**src/rtl/upe_abs_pipe.sv**
```systemverilog
// upe_abs_pipe: two-stage pipelined absolute-value unit with whole/split lanes,
// wrap/saturate handling of the most-negative input and a saturating
// overflow event counter.

// Single-lane magnitude: two's-complement negate, with most-negative detection
module upe_abs_lane #(
   parameter int L = 16
) (
   input  logic [L-1:0] x,
   input  logic         sat,
   output logic [L-1:0] mag,
   output logic         ovf
);
   localparam logic [L-1:0] MOST_NEG = {1'b1, {(L-1){1'b0}}};
   localparam logic [L-1:0] MAX_POS  = {1'b0, {(L-1){1'b1}}};

   logic [L-1:0] neg;

   // Negate negative inputs; most-negative either wraps (passes through) or clamps
   always_comb begin
      neg = ~x + 1'b1;
      ovf = (x == MOST_NEG);
      mag = x[L-1] ? neg : x;
      if (ovf) mag = sat ? MAX_POS : x;
   end
endmodule

module upe_abs_pipe #(
   parameter int WIDTH = 32,
   parameter int CNT_W = 16
) (
   input  logic             clk,
   input  logic             rst_n,
   input  logic             in_valid,
   output logic             in_ready,
   input  logic [WIDTH-1:0] in_data,
   input  logic             in_split,
   input  logic             in_sat,
   output logic             out_valid,
   input  logic             out_ready,
   output logic [WIDTH-1:0] out_data,
   output logic [1:0]       out_sign,
   output logic [1:0]       out_ovf,
   output logic             out_split,
   input  logic             cnt_clr,
   output logic [CNT_W-1:0] ovf_cnt
);
   localparam int H      = WIDTH / 2;
   localparam int STAGES = 2;

   // vld_pipe[1] = S1 holds a word, vld_pipe[2] = S2 (output) holds a result
   logic [STAGES:1]    vld_pipe;
   logic               s1_adv, s2_adv;

   logic [WIDTH-1:0]   s1_data;
   logic               s1_split, s1_sat;
   logic [1:0]         s1_sign;

   logic [WIDTH-1:0]   whole_mag;
   logic               whole_ovf;
   logic [1:0][H-1:0]  half_mag;
   logic [1:0]         half_ovf;

   logic [WIDTH-1:0]   res_data;
   logic [1:0]         res_sign, res_ovf;

   logic               out_hs;
   logic [CNT_W:0]     cnt_sum;

   // A stage advances when it is empty or the stage after it is moving
   assign s2_adv    = !vld_pipe[2] | out_ready;
   assign s1_adv    = !vld_pipe[1] | s2_adv;
   assign in_ready  = s1_adv;
   assign out_valid = vld_pipe[2];
   assign out_hs    = out_valid & out_ready;

   // Valid bits: each stage takes its predecessor's valid when it advances, else holds
   always_ff @(posedge clk or negedge rst_n) begin
      if (!rst_n) begin
         vld_pipe <= '0;
      end else begin
         if (s1_adv) vld_pipe[1] <= in_valid;
         if (s2_adv) vld_pipe[2] <= vld_pipe[1];
      end
   end

   // S1 capture: operand, per-word mode bits and both candidate lane signs
   always_ff @(posedge clk or negedge rst_n) begin
      if (!rst_n) begin
         s1_data  <= '0;
         s1_split <= 1'b0;
         s1_sat   <= 1'b0;
         s1_sign  <= '0;
      end else if (s1_adv && in_valid) begin
         s1_data  <= in_data;
         s1_split <= in_split;
         s1_sat   <= in_sat;
         s1_sign  <= {in_data[WIDTH-1], in_data[H-1]};
      end
   end

   // Whole-word lane and two independent half lanes; the mode picks which to keep
   upe_abs_lane #(.L(WIDTH)) u_whole (
      .x   (s1_data),
      .sat (s1_sat),
      .mag (whole_mag),
      .ovf (whole_ovf)
   );

   for (genvar i = 0; i < 2; i++) begin : g_half
      upe_abs_lane #(.L(H)) u_lane (
         .x   (s1_data[i*H +: H]),
         .sat (s1_sat),
         .mag (half_mag[i]),
         .ovf (half_ovf[i])
      );
   end

   // Mode select; lane-1 sign/ovf read as 0 in whole mode
   always_comb begin
      res_data = whole_mag;
      res_sign = {1'b0, s1_sign[1]};
      res_ovf  = {1'b0, whole_ovf};
      if (s1_split) begin
         res_data = half_mag;
         res_sign = s1_sign;
         res_ovf  = half_ovf;
      end
   end

   // S2 result register; holds while stalled so outputs stay stable
   always_ff @(posedge clk or negedge rst_n) begin
      if (!rst_n) begin
         out_data  <= '0;
         out_sign  <= '0;
         out_ovf   <= '0;
         out_split <= 1'b0;
      end else if (s2_adv && vld_pipe[1]) begin
         out_data  <= res_data;
         out_sign  <= res_sign;
         out_ovf   <= res_ovf;
         out_split <= s1_split;
      end
   end

   // One extra bit catches the carry so the counter can clamp instead of wrapping
   assign cnt_sum = {1'b0, ovf_cnt}
                  + {{CNT_W{1'b0}}, out_ovf[0]}
                  + {{CNT_W{1'b0}}, out_ovf[1]};

   // Overflow counter: clear wins over a same-cycle delivery
   always_ff @(posedge clk or negedge rst_n) begin
      if (!rst_n)          ovf_cnt <= '0;
      else if (cnt_clr)    ovf_cnt <= '0;
      else if (out_hs)     ovf_cnt <= cnt_sum[CNT_W] ? {CNT_W{1'b1}} : cnt_sum[CNT_W-1:0];
   end
endmodule

```
**config.mk**
```make
export PLATFORM = sky130hd
export DESIGN_NAME = upe_abs_pipe
export DESIGN_NICKNAME = d
export VERILOG_FILES = /design/src/rtl/upe_abs_pipe.sv
export SDC_FILE = /design/constraint.sdc
export NUM_CORES = 1
export LEC_CHECK = 0
export CORE_UTILIZATION = 30
export CTS_CLUSTER_SIZE = 20
export DETAILED_ROUTE_END_ITERATION = 6
export MAX_ROUTING_LAYER = met4
export PLACE_DENSITY = 0.54
export SLEW_MARGIN = 20
export SYNTH_ARGS = -nofsm -noshare
export SYNTH_HDL_FRONTEND = slang
export SYNTH_SLANG_ARGS = --single-unit
```
**constraint.sdc**
```tcl
create_clock -name clk -period 3.5 [get_ports clk]
set_clock_uncertainty 0.15 [all_clocks]
set_input_delay 0.35 -clock clk [delete_from_list [all_inputs] [get_ports clk]]
set_output_delay 0.35 -clock clk [all_outputs]
set_load 0.01 [all_outputs]
```
==> results by group <==
Outcome
  – Run status: finished clean

Worst setup path
  – Worst setup SP type: flop
  – Max FO, Critical Path: 16
  – Arrival time at the worst endpoint: roughly 3.2 ns
  – Endpoint class of the critical path: flop
  – Worst Path Required: 3.58 ns
  – Startpoint-to-endpoint class of the critical path: reg -> reg

Clocking
  – Latest clock arrival within the worst-skew pair: around 0.35 ns
  – Clock root cell: sky130_fd_sc_hd__clkbuf_16
  – Clock sinks: between 80 and 90
  – CTS tree: yes
  – CTS max path bufs: 2
  – Clock slew at the register clock pins of the worst setup and hold paths: 0.06 ns
  – Number of CTS-inserted buffers: 9
  – Number of levels the H-tree was split into: 3

Detailed routing
  – DRC Markers: 0
  – Average routed wire per standard cell: between 15 and 20 microns
  – Via/cell ratio: 5.49
  – First DRT Iteration DRCs: just under 400
  – Antenna-violating nets left: 0
  – Wire length reported by the detailed router: ~16 mm
  – Number of vias after detailed routing: between 4,000 and 5,000
  – Router iterations before antenna repair: 5

Pwr
  – Total power density per cell area: just under 500 nW/um^2
  – Leakage power figure: around 0.0025 uW
  – Peak supply drop: 0.248 mV

Final layout
  – FF+latch area: 2230 sq um
  – Number of fillers in the final layout: around 1,700
  – Area used by multi-input combinational logic: ~2700 sq um
  – Signed area change from the synthesized netlist to the final layout: 27.3%
  – Proportion of layout cells with a drive suffix above 1: approximately an eighth
  – Final net count: 681
  – Non-filler cells in the finished layout: 858
  – Number of inserted diodes: 0

STA
  – Fin crit period: between 3 and 4 ns
  – Final-report max-slew violation count: 0
  – Fin. Hold Viols: 0
  – Total Negative Setup Slacks: 0 ns
  – Achievable clock frequency: between 300 and 400 MHz
  – RSZ-0062 raised after global routing: false
  – Transition time at the pin with the least slew margin: 0.665 ns
  – Setup-failing EPs final: 0
  – Final Cycle Share: between 80 and 90%
  – Headroom to the max-slew limit: between 50 and 60%

Placement
  – Global placement routability congestion: about 0.93
  – Cell Count Post-Placement: about 850
  – Half-perimeter wire length of the detailed placement result: around 12 mm
  – Number of buffer cells added on primary ports: between 90 and 100

Logic synthesis
  – Post-synthesis average cell area: about 9.4 sq um
  – Synth Area in Compound Gates: between 10% and 20%
  – Share of synthesized registers carrying an async set or reset: 100%
  – Share of synthesized cell area in full adder, half adder and majority cells: 1.36%
  – Flip-flop and latch count after synthesis: between 80 and 90
  – Number of synthesized flops with an enable pin: 0
  – Netlist area before placement: 5170 sq um
  – Basic-gate share of the synthesized area counting and, or, nand and nor cells: roughly 22%
  – Top cell type's share of synthesized area: between 40% and 50%
  – Cell count after synthesis: between 500 and 600
  – Post-synthesis xor/xnor area fraction: less than 1%
  – Fraction of the yosys area taken by sequential cells: a little over two fifths
  – Dominant synthesized flop cell: sky130_fd_sc_hd__dfrtp_1
  – Synth area leaders: sky130_fd_sc_hd__dfrtp_1 43%, sky130_fd_sc_hd__mux2_2 8.5%, sky130_fd_sc_hd__nor2_1 4.4%, sky130_fd_sc_hd__nand2_1 3.3%, sky130_fd_sc_hd__a21oi_1 2.8%
  – Synth warnings: 0
  – Largest family of logic cells by synthesized area: simple AND/OR/NAND/NOR gates
  – Count of unique library cells instantiated by Yosys: 73
  – Multiplexer share of the synthesized area: about a tenth
  – Library cell occupying the most area in the post-synthesis netlist: sky130_fd_sc_hd__dfrtp_1
  – Post-Syn Nets: just under 600

Global route
  – Via count of the first global-routing pass: 4,745
  – Maximum number of pins on one net before global-route repair: about 40
  – Global Route Usage Sum: between 10% and 20%
  – Total grt overflow: 0
  – Global-route wire length before repair: 26.7 mm
  – Initial antenna violation count: 0

Die
  – CORE AREA: 16,700 sq um
  – Die span in y: 133 microns
  – Initial Utilization: a little under a third
  – Number of rows in the core area: 47
  – Width of the chip: around 130 microns
  – Number of top-level pins: 94
  – Floorplan die area: ~18,000 sq um

Flow run
  – Max Cap Viol: 0

Min path
  – Tightest Hold Check Type: reg -> reg
-- cell usage in the layout (no fill, tap or decap), types with 13 or more instances in the layout --
master	instances
sky130_fd_sc_hd__a211oi_1	13
sky130_fd_sc_hd__a21oi_1	29
sky130_fd_sc_hd__buf_4	18
sky130_fd_sc_hd__clkdlybuf4s50_1	92
sky130_fd_sc_hd__dfrtp_1	89
sky130_fd_sc_hd__inv_1	16
sky130_fd_sc_hd__mux2_2	39
sky130_fd_sc_hd__nand2_1	46
sky130_fd_sc_hd__nand3_1	18
sky130_fd_sc_hd__nor2_1	60
sky130_fd_sc_hd__nor3_1	20
sky130_fd_sc_hd__nor4_1	17
sky130_fd_sc_hd__o21ai_0	21
-- final timing paths --
check	start	endpoint	slack (ns)	cells past startpoint
setup reg to reg	out_ovf[0]	ovf_cnt[3]	0.43	10
hold reg to reg	out_data[0]	out_data[0]	0.33	2
max in group asynchronous	rst_n	out_data[10]	2.06	3
min in group asynchronous	rst_n	vld_pipe[1]	0.38	2
hold / removal	out_data[0]	out_data[0]	0.33	2
setup / recovery	out_ovf[0]	ovf_cnt[3]	0.43	10
-- power breakdown --
group	internal [uW]	total [uW]	switching [uW]
sequential	1210	1410	203
combinational	507	976	469
clock	463	856	393
total	2180	3240	1070
-- final cells by class --
cell class | instances | area share (%)
repair buffers | 111 | 16.2
multi-input cells | 410 | 41.3
clock buffers | 10 | 3.48
inverters | 16 | 0.912
flip-flops and latches | 89 | 33.8
clock inverters | 2 | 0.152
well taps | 220 | 4.18
-- worst max-delay path, cell delays in order (launching register included) --
cell and delay, ns:
sky130_fd_sc_hd__dfrtp_1 0.39, sky130_fd_sc_hd__inv_1 0.08, sky130_fd_sc_hd__fa_1 0.45, sky130_fd_sc_hd__inv_1 0.10
sky130_fd_sc_hd__ha_1 0.18, sky130_fd_sc_hd__and3_1 0.20, sky130_fd_sc_hd__nand3_1 0.19, sky130_fd_sc_hd__or3_1 0.69
sky130_fd_sc_hd__a21oi_1 0.23, sky130_fd_sc_hd__nor2_1 0.05, sky130_fd_sc_hd__a311oi_1 0.26
-- timing repair --
item,4_1_cts,5_1_grt
hold endpoints to repair,38,0
hold buffers,1,0
buffers inserted,0,0
gates resized for setup,0,0
-- logic make-up after synthesis --
group,Yosys count
adder cells (fa/ha/maj),5
XOR/XNOR,5
buffers and inverters,53
multiplexers,47
AO/OA/AOI/OAI,132
flip-flops,89
AND/OR/NAND/NOR,221
-- cells in the mapped netlist (all sizes together) (5+ instances only) --
cell type   n
mux2i       8
a21oi      29
and2        5
nand3      18
a31oi       8
buf        14
or4         8
inv        16
or3         9
o211ai      8
dfrtp      89
nand2      46
a211oi     13
a311oi     10
nor3       21
mux2       39
o21a        5
clkbuf     23
nor2       61
o21ai      22
nand2b      7
nor4       19
-- registers in the layout, summed over array words and instances (netlist names) --
| register | count |
|---|---|
| out_split | 1 |
| ovf_cnt | 16 |
| s1_sat | 1 |
| out_sign | 2 |
| out_data | 32 |
| s1_split | 1 |
| s1_data | 32 |
| out_ovf | 2 |
| vld_pipe | 2 |
-- metrics by stage --
step           util, %  setup slack (ns)  power [uW]  instance area (sq um)  hold slack (ns)
4_1_cts           39.4             0.409        3290                   6580            0.339
2_1_floorplan        -             0.838        1890                   5170          -0.0956
5_1_grt           39.4             0.138        3430                   6580            0.368
6_report          39.4             0.430        3240                   6580            0.330
3_3_place_gp      37.9             0.489        2410                   6330            0.235
3_5_place_dp      37.9             0.442        2410                   6330            0.237
-- per-layer routing --
layer  global-route usage, %  share of wire, %
met2                    29.9                46
met1                    27.1                47
met5                       -                 0
met4                    7.01               1.9
met3                    2.66               5.2
(Power assumes the default switching activity.)
